<file path="config.mk">
export PLATFORM = sky130hd
export DESIGN_NAME = led_trail_pwm
export DESIGN_NICKNAME = d
export VERILOG_FILES = /design/src/rtl/led_pkg.sv /design/src/rtl/led_bright_cell.sv /design/src/rtl/led_trail_pwm.sv
export SDC_FILE = /design/constraint.sdc
export NUM_CORES = 1
export LEC_CHECK = 0
export BUFFER_PORTS_ARGS = -buffer_cell sky130_fd_sc_hd__buf_2
export CAP_MARGIN = 15
export CORE_ASPECT_RATIO = 0.6
export CORE_MARGIN = 4
export CORE_UTILIZATION = 55
export CTS_BUF_LIST = sky130_fd_sc_hd__clkbuf_4 sky130_fd_sc_hd__clkbuf_8
export CTS_CLUSTER_DIAMETER = 150
export DETAILED_ROUTE_END_ITERATION = 7
export MAX_ROUTING_LAYER = met4
export PLACE_DENSITY = 0.71
export SYNTH_ARGS = -nofsm -noshare
export SYNTH_HDL_FRONTEND = slang
export SYNTH_SLANG_ARGS = --single-unit
</file>
<file path="constraint.sdc">
create_clock -name clk -period 3.4 [get_ports clk]
set_input_delay 0.17 -clock clk [delete_from_list [all_inputs] [get_ports clk]]
set_output_delay 0.17 -clock clk [all_outputs]
set_load 0.01 [all_outputs]
</file>
<file path="src/rtl/led_pkg.sv">
// Shared constants and the brightness decay rule for the LED trail renderer.
package led_pkg;

  localparam int N_LED       = 6;
  localparam int PWM_BITS    = 8;
  localparam int MAX         = (1 << PWM_BITS) - 1;
  localparam int PRESCALE    = 105;
  localparam int DECAY_DIV   = 270000;
  localparam int DECAY_SHIFT = 2;
  localparam int ACTIVE_LOW  = 1;

  // One exponential decay step: subtract b>>shift, at least 1, clamped at 0.
  function automatic int unsigned decay_step(input int unsigned b, input int unsigned shift);
    int unsigned d;
    d = b >> shift;
    if (d == 0) d = 1;
    if (d >= b) return 0;
    return b - d;
  endfunction

endpackage

</file>
<file path="src/rtl/led_bright_cell.sv">
// Per-LED brightness cell: brightness register, frame-aligned shadow,
// PWM compare and the registered output pin.
module led_bright_cell
  import led_pkg::*;
#(
  parameter int PWM_BITS    = led_pkg::PWM_BITS,
  parameter int DECAY_SHIFT = led_pkg::DECAY_SHIFT,
  parameter int ACTIVE_LOW  = led_pkg::ACTIVE_LOW
) (
  input  logic                clk,
  input  logic                rst_n,
  input  logic                enable,
  input  logic                load,
  input  logic                decay_tick,
  input  logic                frame_start,
  input  logic [PWM_BITS-1:0] pwm_cnt,
  output logic                pin
);

  localparam logic [PWM_BITS-1:0] BMAX    = '1;
  localparam logic                PIN_OFF = (ACTIVE_LOW != 0);

  logic [PWM_BITS-1:0] b_q, b_d;
  logic [PWM_BITS-1:0] s_q, s_d;
  logic                pin_q, pin_d;
  logic                on;

  // Brightness: disable clears, a live position reloads full scale (beating decay), else decay/hold.
  always_comb begin
    b_d = b_q;
    if (!enable)         b_d = '0;
    else if (load)       b_d = BMAX;
    else if (decay_tick) b_d = PWM_BITS'(decay_step(32'(b_q), 32'(DECAY_SHIFT)));
  end

  // Shadow only follows brightness at frame start so a frame's duty is never torn.
  always_comb begin
    s_d = s_q;
    if (!enable)          s_d = '0;
    else if (frame_start) s_d = b_q;
  end

  // Full scale is lit for the whole frame, including the cycle where pwm_cnt==MAX.
  always_comb begin
    on    = (s_q == BMAX) || (pwm_cnt < s_q);
    pin_d = (enable && on) ? ~PIN_OFF : PIN_OFF;
  end

  // Cell state registers with synchronous reset.
  always_ff @(posedge clk) begin
    if (!rst_n) begin
      b_q   <= '0;
      s_q   <= '0;
      pin_q <= PIN_OFF;
    end else begin
      b_q   <= b_d;
      s_q   <= s_d;
      pin_q <= pin_d;
    end
  end

  assign pin = pin_q;

endmodule

</file>
<file path="src/rtl/led_trail_pwm.sv">
// LED trail renderer: synchronizes the scanner pattern, runs the shared PWM
// and decay timebases, and drives one brightness cell per LED.
module led_trail_pwm
  import led_pkg::*;
#(
  parameter int N_LED       = led_pkg::N_LED,
  parameter int PWM_BITS    = led_pkg::PWM_BITS,
  parameter int PRESCALE    = led_pkg::PRESCALE,
  parameter int DECAY_DIV   = led_pkg::DECAY_DIV,
  parameter int DECAY_SHIFT = led_pkg::DECAY_SHIFT,
  parameter int ACTIVE_LOW  = led_pkg::ACTIVE_LOW
) (
  input  logic             clk,
  input  logic             rst_n,
  input  logic             enable,
  input  logic [N_LED-1:0] pattern_i,
  output logic [N_LED-1:0] leds,
  output logic             frame_o
);

  localparam int PRE_W = (PRESCALE  > 1) ? $clog2(PRESCALE)  : 1;
  localparam int DCN_W = (DECAY_DIV > 1) ? $clog2(DECAY_DIV) : 1;
  localparam logic [PRE_W-1:0] PRE_LAST = PRE_W'(PRESCALE - 1);
  localparam logic [DCN_W-1:0] DCN_LAST = DCN_W'(DECAY_DIV - 1);

  logic [N_LED-1:0]    sync1_q, sync2_q;
  logic [PRE_W-1:0]    pre_q, pre_d;
  logic [PWM_BITS-1:0] pwm_q, pwm_d;
  logic [DCN_W-1:0]    dcnt_q, dcnt_d;
  logic                frame_q;
  logic                pwm_tick, frame_start, decay_tick;

  // Timebase decode and next-count for prescaler, PWM counter and decay timer.
  always_comb begin
    pwm_tick    = (pre_q == PRE_LAST);
    frame_start = pwm_tick && (pwm_q == '1);
    decay_tick  = (dcnt_q == DCN_LAST);
    pre_d       = pwm_tick   ? '0 : pre_q + 1'b1;
    pwm_d       = pwm_tick   ? pwm_q + 1'b1 : pwm_q;
    dcnt_d      = decay_tick ? '0 : dcnt_q + 1'b1;
  end

  // Synchronizer and free-running counters; enable does not touch them so frame phase survives.
  always_ff @(posedge clk) begin
    if (!rst_n) begin
      sync1_q <= '0;
      sync2_q <= '0;
      pre_q   <= '0;
      pwm_q   <= '0;
      dcnt_q  <= '0;
      frame_q <= 1'b0;
    end else begin
      sync1_q <= pattern_i;
      sync2_q <= sync1_q;
      pre_q   <= pre_d;
      pwm_q   <= pwm_d;
      dcnt_q  <= dcnt_d;
      frame_q <= frame_start;
    end
  end

  assign frame_o = frame_q;

  for (genvar i = 0; i < N_LED; i++) begin : g_cell
    led_bright_cell #(
      .PWM_BITS    (PWM_BITS),
      .DECAY_SHIFT (DECAY_SHIFT),
      .ACTIVE_LOW  (ACTIVE_LOW)
    ) u_cell (
      .clk         (clk),
      .rst_n       (rst_n),
      .enable      (enable),
      .load        (sync2_q[i]),
      .decay_tick  (decay_tick),
      .frame_start (frame_start),
      .pwm_cnt     (pwm_q),
      .pin         (leds[i])
    );
  end

endmodule

</file>
### Yosys cells after proc, flatten, opt, wreduce, memory -nomap -nowiden

Index checks and enable logic that the tools add are counted.

* add/subtract/negate cells: 9
* magnitude comparators: 12
* eq/ne operators: 9
* multiplexer cells: 72
* bitwise logic cells: 1
* reductions and logical operators: 28

Operators by type and width (number)
* two-way mux 32 bit: 18
* >= comparator 32 x 8 -> 1 bit: 6
* zero test 32 bit: 6
* two-way mux 8 bit: 18
* == test 8 bit, second input constant: 7
* < comparator 8 bit: 6
* subtractor 8 bit: 6
* two-way mux 6 bit: 6
* two-way mux 1 bit: 30
* adder 19 x 1 -> 19 bit, second input constant: 1
* == test 19 bit, second input constant: 1
* nonzero test 2 bit: 6
* adder 8 x 1 -> 8 bit, second input constant: 1
* adder 7 x 1 -> 7 bit, second input constant: 1
* == test 7 bit, second input constant: 1
* logical AND 1 bit: 7
* logical OR 1 bit: 6
* OR reduction 2 bit: 2
* AND reduction 2 bit: 1
* NOT 1 bit: 1

* register bits after elaboration: 149
* input port bits: 9
* output and inout port bits: 7
* word-level logic and storage cells: 155

### Logic depth before layout (Yosys ltp)

Gate-level depths: netlist (run 1).

* depth after elaboration: 13
* gate-level depth with buffers: 12
* mapped depth without buffers: 12

### Modules after synthesis

From an unflattened synthesis (run 1), not the netlist that was laid out.

* cells, all modules: 1087
* area total of the unflattened synthesis: 9489.1 um2

By module, submodules not included
* led_bright_cell (g_cell[0].u_cell ...): times used 5, cells each 147, area an instance 1268.7 um2
* led_trail_pwm: times used 1, cells each 204, area an instance 1909.3 um2
* led_bright_cell (g_cell[3].u_cell): times used 1, cells each 148, area an instance 1236.2 um2

### Worst setup path after synthesis (run 1)

No wires, ideal clock.

* path type: flip-flop to flip-flop
* from: register g_cell[2].u_cell.b_q[3]
* to: register g_cell[2].u_cell.b_q[6]
* data arrival time: 2292 ps
* required time: 3309 ps
* slack: 1017 ps
* stages on the path, launching flop included: 13
* path buffers: 0
* cells stage by stage: dfxtp_1 -> nor3_1 -> nand2_1 -> nand2_1 -> ha_1 -> inv_1 -> fa_1 -> a21o_1 -> a21oi_1 -> nor2_1 -> a2111oi_4 -> a211oi_1 -> a311oi_1

* cells in the longest elaborated chain, start to end: 13
* elaborated cells on any way between the ends: 14
* classes of those cells: 1 x add/sub; 1 x order compare; 11 x mux; 1 x reduce/logical

Ends and longest elaborated chain
* start, declared: RTL line led_bright_cell.sv:23 `logic [PWM_BITS-1:0] b_q, b_d;`
* start signal, assigned: RTL line led_bright_cell.sv:52 `b_q <= '0;`
* start signal, assigned: RTL line led_bright_cell.sv:56 `b_q <= b_d;`
* zero test 32 bit: RTL line led_pkg.sv:16 `if (d == 0) d = 1;`
* two-way mux 6 bit: RTL line led_pkg.sv:16
* two-way mux 32 bit: RTL line led_bright_cell.sv:33 `else if (decay_tick) b_d = PWM_BITS'(decay_step(32'(b_q), 32'(DECAY_SHIFT)));`
* two-way mux 32 bit: RTL line led_bright_cell.sv:32 `else if (load) b_d = BMAX;`
* two-way mux 32 bit: RTL line led_bright_cell.sv:31 `if (!enable) b_d = '0;`
* >= comparator 32 x 8 -> 1 bit: RTL line led_pkg.sv:17 `if (d >= b) return 0;`
* two-way mux 1 bit: RTL line led_pkg.sv:17
* two-way mux 1 bit: RTL line led_bright_cell.sv:33
* two-way mux 1 bit: RTL line led_bright_cell.sv:32
* two-way mux 1 bit: RTL line led_bright_cell.sv:31
* two-way mux 8 bit (*): RTL line led_pkg.sv:18 `return b - d;`
* two-way mux 8 bit (*): RTL line led_bright_cell.sv:33
* two-way mux 8 bit (*): RTL line led_bright_cell.sv:32

Mark *: on every way between the ends. The rest lies on a longest branch, timed or not. The select of a mux whose other input is x is not followed.
A chain may end at the register's enable or synchronous reset.

### Worst setup path after layout (run 1)

* from: register dcnt_q[0]
* to: register g_cell[3].u_cell.b_q[0]

* cells in the longest elaborated chain, start to end: 2

Ends and longest elaborated chain
* start, declared: RTL line led_trail_pwm.sv:29 `logic [DCN_W-1:0] dcnt_q, dcnt_d;`
* start signal, assigned: RTL line led_trail_pwm.sv:57 `dcnt_q <= dcnt_d;`
* == test 19 bit: RTL line led_trail_pwm.sv:37 `decay_tick = (dcnt_q == DCN_LAST);`
* nonzero test 2 bit (no line)
* end signal, assigned: RTL line led_bright_cell.sv:52
* end signal, assigned: RTL line led_bright_cell.sv:56
* end, declared: RTL line led_bright_cell.sv:23

Every way passes these cells.

==> out/results.tsv, run 1 <==
stage	metric	value	unit
synthesis	post_synth.cell_area_avg	7.89	µm²
synthesis	synth_top_area_share	32.4	%
timing	hold_violations	0	
setup_path	reg2reg_launch_point	dcnt_q[0]$_SDFF_PP0_	
timing	slew-limit-headroom	38.3	%
global_routing	grt_max_degree	81	
clocking	ctsRootBufferMaster	sky130_fd_sc_hd__clkbuf_8	
synthesis	main_synth_ff_type	sky130_fd_sc_hd__dfxtp_1	
floorplan	chipHeight	108	µm
timing	finalSetupTns	0	ps
clocking	clk_pin_slew_worst_paths	80	ps
setup_path	path_buf_inv	1	
synthesis	synth.distinct_cells	53	
worst_hold_path	cell_count_of_the_worst_hold_path	2	
synthesis	synth.mux.area_fraction	0.109	%
synthesis	ys_warn_count	0	
finish	num-nets-final	1278	
outcome	outcome	complete, no violations	
global_routing	grt.overflow.total	0	
setup_path	critical_path_required	3710	ps
timing	finalWorstPathRequiredPeriod	2720	ps
setup_path	critPathMaxFanout	34	
timing	finalClockSkew	13.4	ps
routing	wl_per_cell	14.8	µm
clocking	cts_buffer_depth	2	
clocking	tritoncts_clock_tree	done	
setup_path	critical_path.reg2reg.endpoint	g_cell[3].u_cell.b_q[0]$_SDFFE_PN0P_	
synthesis	synth-adder-area-share	16.7	%
routing	ant_nets	0	
synthesis	yosysTopAreaCell	sky130_fd_sc_hd__dfxtp_1	
finish	final_layout_size_suffix_gt1_share	5.34	%
floorplan	num_rows	36	
setup_path	cp_cell_sequence	ha_1 > and3_1 > nand3_1 > or3_2 > buf_4 > a221oi_1 > nor2_1	
placed_design	portBuffers	15	
timing	worst_slew_pin_slew	925	ps
clocking	post_cts_resized	0	
routing	post-route-drc-count	0	
pwr	power_density	376	nW/µm²
finish	diodes	0	
synthesis	synth-seq-area-share	32.4	%
run	max-cap-violations	0	
routing	route.vias.total	7740	
global_routing	initial_antenna_violation_count	0	
synthesis	synth_simple_gate_area_share	19.7	%
global_routing	wire_length_of_the_first_global_routing_pass	34700	µm
timing	finalMaxSlewViolations	0	
setup_path	crit_slowest_cell	sky130_fd_sc_hd__or3_2	
synthesis	postSynth.asyncResetShare	0	%
synthesis	postSynthCellCount	1166	
pwr	vdd.ir_drop.worst	179	µV
floorplan	dieArea	18900	µm²
worst_hold_path	worst_hold_path_type	input pin to flip-flop	
timing	setup_viol	0	
setup_path	reg2reg_depth	7	
clocking	cts_sinks	149	
setup_path	reg2reg_setup_slack	680	ps
placed_design	dpl.hpwl	14400	µm
synthesis	main_area_contributors_after_synthesis	sky130_fd_sc_hd__dfxtp_1, sky130_fd_sc_hd__ha_1, sky130_fd_sc_hd__a21oi_1	
clocking	numCtsBuffers	17	
setup_path	worst-endpoint-arrival	3030	ps
worst_hold_path	worst_hold_path.endpoint	sync1_q[1]$_SDFF_PN0_	
routing	drt-total-wl	20500	µm
pwr	leakagePower	3.70	nW
placed_design	detailed_place.area	9370	µm²
timing	max_freq	368	MHz
synthesis	post_synth_instance_area	9200	µm²
synthesis	number_of_enable_flip_flop_cells_after_synthesis	0	
setup_path	timing.critical_path.max_delay_family	simple AND/OR/NAND/NOR gates	
finish	n_fill_cell	1513	
floorplan	die_w	175	µm
clocking	h-tree-depth	4	
routing	post_dr_vias_cell	5.57	
finish	layout.core_utilization	60.5	%
placed_design	gp_routability_congestion	0.883	
global_routing	vias_in_the_first_global_route	7071	
worst_hold_path	min-delay-start	rst_n	
timing	timing.hold.ws	24.2	ps
global_routing	groute.usage.overall	23.0	%
routing	drt_first_pass_iters	5	
synthesis	yosysMostFrequentCell	sky130_fd_sc_hd__dfxtp_1	
floorplan	placeable_core_area	16300	µm²
floorplan	floorplan.initialDensity	56.4	%
synthesis	synth_xor_xnor_area_share	3.14	%
synthesis	synth-compound-area-share	19.9	%
synthesis	main_combinational_cell_family_by_area_after_synthesis	compound AO/OA/AOI/OAI gates	
finish	growth_of_design_area_from_synthesis_to_finish	7.27	%
floorplan	io_pins	16	
synthesis	synth-seq-cells	149	
synthesis	synth_fp_nets	1294	
timing	fin_crit_sh	79.9	%
setup_path	end_kind	flip-flop	
setup_path	start_kind	flip-flop	
clocking	clk_latency	460	ps
finish	fin_area	9860	µm²
setup_path	critical-path-max-stage-delay	860	ps
synthesis	ranking_of_synthesized_cells_by_instance_count	sky130_fd_sc_hd__dfxtp_1, sky130_fd_sc_hd__a21oi_1, sky130_fd_sc_hd__nand2_1	
timing	rsz0062_at_grt	false	
setup_path	setup_cp_type	flip-flop to flip-flop	
routing	drt-initial-drc-count	569	
-- power breakdown --
group / internal, mW / switching (mW) / leakage [nW] / total [mW]
logic: 0.171 / 0.248 / 2.29 / 0.418
registers: 1.77 / 0.0385 / 1.21 / 1.81
clock network: 0.813 / 0.671 / 0.209 / 1.48
total: 2.75 / 0.957 / 3.70 / 3.71
-- how the worst max path moves through the flow --
stage,from,endpoint,cells past startpoint
2_1_floorplan,g_cell[2].u_cell.b_q[3]$_SDFFE_PN0P_,g_cell[2].u_cell.b_q[6]$_SDFFE_PN0P_,12
3_3_place_gp,dcnt_q[0]$_SDFF_PP0_,g_cell[3].u_cell.b_q[0]$_SDFFE_PN0P_,7
3_5_place_dp,dcnt_q[0]$_SDFF_PP0_,g_cell[2].u_cell.b_q[6]$_SDFFE_PN0P_,7
4_1_cts,pre_q[0]$_SDFF_PP0_,g_cell[5].u_cell.s_q[0]$_SDFFE_PN0P_,9
5_1_grt,pre_q[0]$_SDFF_PP0_,g_cell[5].u_cell.s_q[0]$_SDFFE_PN0P_,9
6_report,dcnt_q[0]$_SDFF_PP0_,g_cell[3].u_cell.b_q[0]$_SDFFE_PN0P_,7
-- logic make-up (layout without fill, tap and decap cells) --
family,after synthesis,after routing
and+or+nand+nor,378,378
AOI/OAI and AO/OA,298,298
buffers and inverters,188,183
DFF,149,149
adders and majority gates,119,119
xor gates and xnor gates,33,33
muxes,1,1
-- area by class of cell --
type	instances	area [µm²]	area share (%)
timing repair buffer	30	218	2.21
inverter	123	462	4.68
sequential	149	2980	30.2
clock buffer	22	303	3.07
multi-input combinational	829	5490	55.7
tap	228	285	2.89
clock inverter	8	123	1.24
-- worst register-to-register path: cells and delay by family (launching register included) --
family          cells  cell delay (ps)
simple gates        4             1290
compound gates      1              330
buf+inv             1              390
flops               1              350
fa+ha+maj           1              200
-- layer usage --
metal  global-route usage, %  vias up  routed length (µm)  share of wire (%)
li1                        -     3959                   -                  -
met1                    34.5     3597               11200                 55
met2                    31.8      171                8080                 39
met3                    4.44       13                1090                5.3
met4                    4.93        0                 150               0.73
met5                       -        -                   0                  0
-- stage by stage --
step / power, mW / cells / setup WS [ps]
after detailed placement: 2.25 / 1352 / 709
final: 3.71 / 1389 / 684
after floorplan: 2.16 / 1166 / 1020
after global placement: 2.25 / 1352 / 754
after CTS: 3.72 / 1389 / 682
after global routing: 3.86 / 1389 / 477
-- registers in the layout, summed over array words and instances, names as in the netlist --
signal and count:
g_cell.u_cell.pin 6, frame_o 1, pre_q 7, dcnt_q 19, g_cell.u_cell.b_q 48, sync1_q 6
sync2_q 6, g_cell.u_cell.s_q 48, pwm_q 8
-- what timing repair did --
action                    4_1_cts  5_1_grt
hold endpoints to repair        6        0
hold buffers                    7        0
setup buffers                   0        0
-- placed cells by master, fill, tap and decap left out, types with 7 or more instances in the layout --
cell type                       count
sky130_fd_sc_hd__xor2_1            16
sky130_fd_sc_hd__buf_2             15
sky130_fd_sc_hd__nor3_1            16
sky130_fd_sc_hd__o21a_1            24
sky130_fd_sc_hd__nand3_1           42
sky130_fd_sc_hd__dfxtp_1          149
sky130_fd_sc_hd__xnor2_1           17
sky130_fd_sc_hd__nand2b_1          17
sky130_fd_sc_hd__a21o_1            12
sky130_fd_sc_hd__and2_1            20
sky130_fd_sc_hd__buf_4              7
sky130_fd_sc_hd__ha_1             113
sky130_fd_sc_hd__a211oi_1          20
sky130_fd_sc_hd__clkbuf_8          22
sky130_fd_sc_hd__inv_1            123
sky130_fd_sc_hd__a21oi_1          146
sky130_fd_sc_hd__or3_1             19
sky130_fd_sc_hd__nand4_1           24
sky130_fd_sc_hd__nor2b_1            8
sky130_fd_sc_hd__dlygate4sd3_1      7
sky130_fd_sc_hd__nor2_1            70
sky130_fd_sc_hd__nand2_1          138
sky130_fd_sc_hd__and3_1             8
sky130_fd_sc_hd__o21ai_0           46
Power figures use the tool's default switching activity.
==> run 2: changes to the inputs <==
ABC_AREA = 1   (was unset)
PLACE_DENSITY = 0.74   (was 0.71)
clock period = 2.17 ns   (was 3.4 ns; I/O delays follow)
==> out/results.tsv, run 2 <==
stage	metric	value	unit	change
global_routing	groute.usage.overall	23.7	%	was 23.0%
clocking	ctsRootBufferMaster	sky130_fd_sc_hd__clkbuf_8		unchanged
finish	leading_registers_by_flop_count	g_cell.u_cell.b_q x48, g_cell.u_cell.s_q x48, dcnt_q x19		unchanged
synthesis	main_synth_ff_type	sky130_fd_sc_hd__dfxtp_1		unchanged
placed_design	gp_routability_congestion	0.930		was 0.883
routing	ant_nets	0		unchanged
setup_path	critPathMaxFanout	5		was 34
floorplan	num_rows	37		was 36
synthesis	yosysMostFrequentCell	sky130_fd_sc_hd__nand2_1		was sky130_fd_sc_hd__dfxtp_1
timing	finalWorstPathRequiredPeriod	2070	ps	was 2720 ps
synthesis	synth_fp_nets	1513		was 1294
setup_path	critPathLaunch	g_cell[1].u_cell.b_q[7]$_SDFFE_PN0P_		was dcnt_q[0]$_SDFF_PP0_
routing	wl_per_cell	13.1	µm	was 14.8 µm
floorplan	chipHeight	110	µm	was 108 µm
finish	most-common-layout-cells	sky130_fd_sc_hd__nand2_1, sky130_fd_sc_hd__a21oi_1, sky130_fd_sc_hd__inv_1		was sky130_fd_sc_hd__dfxtp_1, sky130_fd_sc_hd__a21oi_1, sky130_fd_sc_hd__nand2_1
timing	rsz0062_at_grt	true		was false
global_routing	vias_in_the_first_global_route	7955		was 7071
global_routing	grt.overflow.total	0		unchanged
worst_hold_path	cell_count_of_the_worst_hold_path	3		was 2
setup_path	cp_cell_sequence	inv_1 > nand2_1 > inv_1 > nand4_1 > nand2_1 > ha_1 > inv_1 > fa_2 > nand2_1 > nand3_1 > nand2_1 > nand2_1 > nand2_1 > nand2_1 > nand2_1 > a21oi_2		was ha_1 > and3_1 > nand3_1 > or3_2 > buf_4 > a221oi_1 > nor2_1
finish	growth_of_design_area_from_synthesis_to_finish	10.2	%	was 7.27%
clocking	numCtsBuffers	17		unchanged
synthesis	synth.distinct_cells	35		was 53
clocking	clk_latency	440	ps	was 460 ps
synthesis	ys_warn_count	0		unchanged
global_routing	grt_max_degree	81		unchanged
setup_path	end_kind	flip-flop		unchanged
setup_path	start_kind	flip-flop		unchanged
worst_hold_path	worst_hold_path_type	input pin to flip-flop		unchanged
synthesis	main_area_contributors_after_synthesis	sky130_fd_sc_hd__dfxtp_1, sky130_fd_sc_hd__ha_1, sky130_fd_sc_hd__nand2_1		was sky130_fd_sc_hd__dfxtp_1, sky130_fd_sc_hd__ha_1, sky130_fd_sc_hd__a21oi_1
global_routing	wire_length_of_the_first_global_routing_pass	37500	µm	was 34700 µm
worst_hold_path	min-delay-start	enable		was rst_n
timing	max_freq	482	MHz	was 368 MHz
setup_path	critical-path-max-stage-delay	360	ps	was 860 ps
pwr	power_density	579	nW/µm²	was 376 nW/µm²
outcome	outcome	complete, no violations		unchanged
clocking	cts_sinks	149		unchanged
timing	slew-limit-headroom	66.3	%	was 38.3%
synthesis	synth-seq-cells	149		unchanged
setup_path	reg2reg_launch_point	g_cell[1].u_cell.b_q[7]$_SDFFE_PN0P_		was dcnt_q[0]$_SDFF_PP0_
synthesis	number_of_enable_flip_flop_cells_after_synthesis	0		unchanged
placed_design	dpl.hpwl	15900	µm	was 14400 µm
routing	drt-initial-drc-count	844		was 569
pwr	power.total	6.12	mW	was 3.71 mW
synthesis	postSynth.asyncResetShare	0	%	unchanged
finish	layout.core_utilization	61.8	%	was 60.5%
timing	setup_viol	0		unchanged
timing	finalClockSkew	13.4	ps	about the same
global_routing	initial_antenna_violation_count	0		unchanged
pwr	leakagePower	4.57	nW	was 3.70 nW
clocking	clk_pin_slew_worst_paths	80	ps	about the same
placed_design	portBuffers	15		unchanged
routing	route.vias.total	8670		was 7740
synthesis	synth-seq-area-share	31.1	%	was 32.4%
floorplan	floorplan.initialDensity	56.1	%	was 56.4%
finish	num-nets-final	1531		was 1278
synthesis	synth_top_area_share	31.1	%	was 32.4%
floorplan	die_w	179	µm	was 175 µm
timing	fin_crit_sh	95.6	%	was 79.9%
setup_path	reg2reg_depth	16		was 7
floorplan	dieArea	19700	µm²	was 18900 µm²
finish	final_layout_size_suffix_gt1_share	9.04	%	was 5.34%
routing	drt-total-wl	21600	µm	was 20500 µm
setup_path	setup_cp_type	flip-flop to flip-flop		unchanged
run	max-cap-violations	0		unchanged
routing	post_dr_vias_cell	5.25		was 5.57
timing	hold_violations	0		unchanged
floorplan	placeable_core_area	17100	µm²	was 16300 µm²
finish	n_fill_cell	1581		was 1513
clocking	h-tree-depth	4		unchanged
synthesis	ranking_of_synthesized_cells_by_instance_count	sky130_fd_sc_hd__nand2_1, sky130_fd_sc_hd__a21oi_1, sky130_fd_sc_hd__inv_1		was sky130_fd_sc_hd__dfxtp_1, sky130_fd_sc_hd__a21oi_1, sky130_fd_sc_hd__nand2_1
routing	post-route-drc-count	0		unchanged
floorplan	io_pins	16		unchanged
synthesis	post_synth_instance_area	9600	µm²	was 9200 µm²
timing	finalMaxSlewViolations	0		unchanged
timing	worst_slew_pin_slew	501	ps	was 925 ps
pwr	vdd.ir_drop.worst	366	µV	was 179 µV
synthesis	yosysTopAreaCell	sky130_fd_sc_hd__dfxtp_1		unchanged
setup_path	crit_slowest_cell	sky130_fd_sc_hd__dfxtp_1		was sky130_fd_sc_hd__or3_2
synthesis	postSynthCellCount	1385		was 1166
timing	timing.hold.ws	78.8	ps	was 24.2 ps
timing	finalSetupTns	0	ps	unchanged
clocking	cts_buffer_depth	2		unchanged
finish	diodes	0		unchanged
clocking	tritoncts_clock_tree	done		unchanged
setup_path	path_common_cell	sky130_fd_sc_hd__nand2_1		
setup_path	critical_path_required	2490	ps	was 3710 ps
finish	layout.cells.most_common	sky130_fd_sc_hd__nand2_1		was sky130_fd_sc_hd__dfxtp_1
routing	drt_first_pass_iters	5		unchanged
synthesis	post_synth.cell_area_avg	6.93	µm²	was 7.89 µm²
setup_path	worst-endpoint-arrival	2390	ps	was 3030 ps
-- run 2: cell families (layout without fill, tap and decap cells) --
kind of cell	Yosys count	count (layout)	share of synthesized area (%)
adders and majority gates	119	119	16.0
AOI/OAI and AO/OA	252	252	13.7
DFF	149	149	31.1
and+or+nand+nor	567	567	25.3
buffers and inverters	271	302	11.5
xor gates and xnor gates	27	27	2.46
-- run 2: path summary, 6_finish.rpt --
| kind | end | slack (ps) |
|---|---|---|
| worst min-delay path | g_cell[0].u_cell.b_q[6]$_SDFFE_PN0P_ | 80 |
| worst max register to register | g_cell[1].u_cell.b_q[6]$_SDFFE_PN0P_ | 100 |
| worst min register to register | sync2_q[4]$_SDFF_PN0_ | 420 |
| worst max-delay path | g_cell[1].u_cell.b_q[6]$_SDFFE_PN0P_ | 100 |
-- run 2: worst max-delay path, delay by kind of cell, from the launching register on --
family | cells | cell delay [ps]
AO/OA/AOI/OAI | 1 | 50
adder cells (fa/ha/maj) | 2 | 510
AND/OR/NAND/NOR | 10 | 790
buffers and inverters | 3 | 250
flip-flops | 1 | 360
-- run 2: power by group --
| group | switching [mW] | internal (mW) | total, mW |
|---|---|---|---|
| logic | 0.455 | 0.281 | 0.736 |
| clock network | 1.06 | 1.51 | 2.57 |
| registers | 0.0438 | 2.77 | 2.82 |
| total | 1.56 | 4.56 | 6.12 |
-- run 2: metal layers --
layer | share of wire (%) | track usage [%] | routed length (µm) | up-vias
met5 | 0 | - | 0 | -
met2 | 40 | 33.9 | 8720 | 222
li1 | - | - | - | 4497
met4 | 0.53 | 4.87 | 114 | 0
met1 | 54 | 35.3 | 11600 | 3940
met3 | 5.5 | 4.02 | 1190 | 11
-- run 2: metrics by stage --
step                cells  worst slack [ps]  area (µm²)
CTS                  1649              38.8       10500
finish               1650              96.0       10600
floorplan            1385               226        9600
global placement     1610               130        9970
global route         1650              -113       10600
detailed placement   1610              53.0        9970
-- run 2: area by class of cell --
| type | count | area (µm²) | share of cell area, % |
|---|---|---|---|
| Clock inverter | 13 | 230 | 2.18 |
| Sequential cell | 149 | 2990 | 28.3 |
| Multi-Input combinational cell | 965 | 5570 | 52.7 |
| Clock buffer | 19 | 249 | 2.35 |
| Inverter | 206 | 773 | 7.31 |
| Tap cell | 234 | 293 | 2.77 |
| Timing Repair Buffer | 64 | 473 | 4.47 |
-- run 2: timing repair --
action / in CTS / in global routing
resized for setup: 0 / 25
setup endpoints to repair: 0 / 29
buffers inserted: 0 / 1
hold buffers: 7 / 0
hold endpoints to repair: 7 / 0
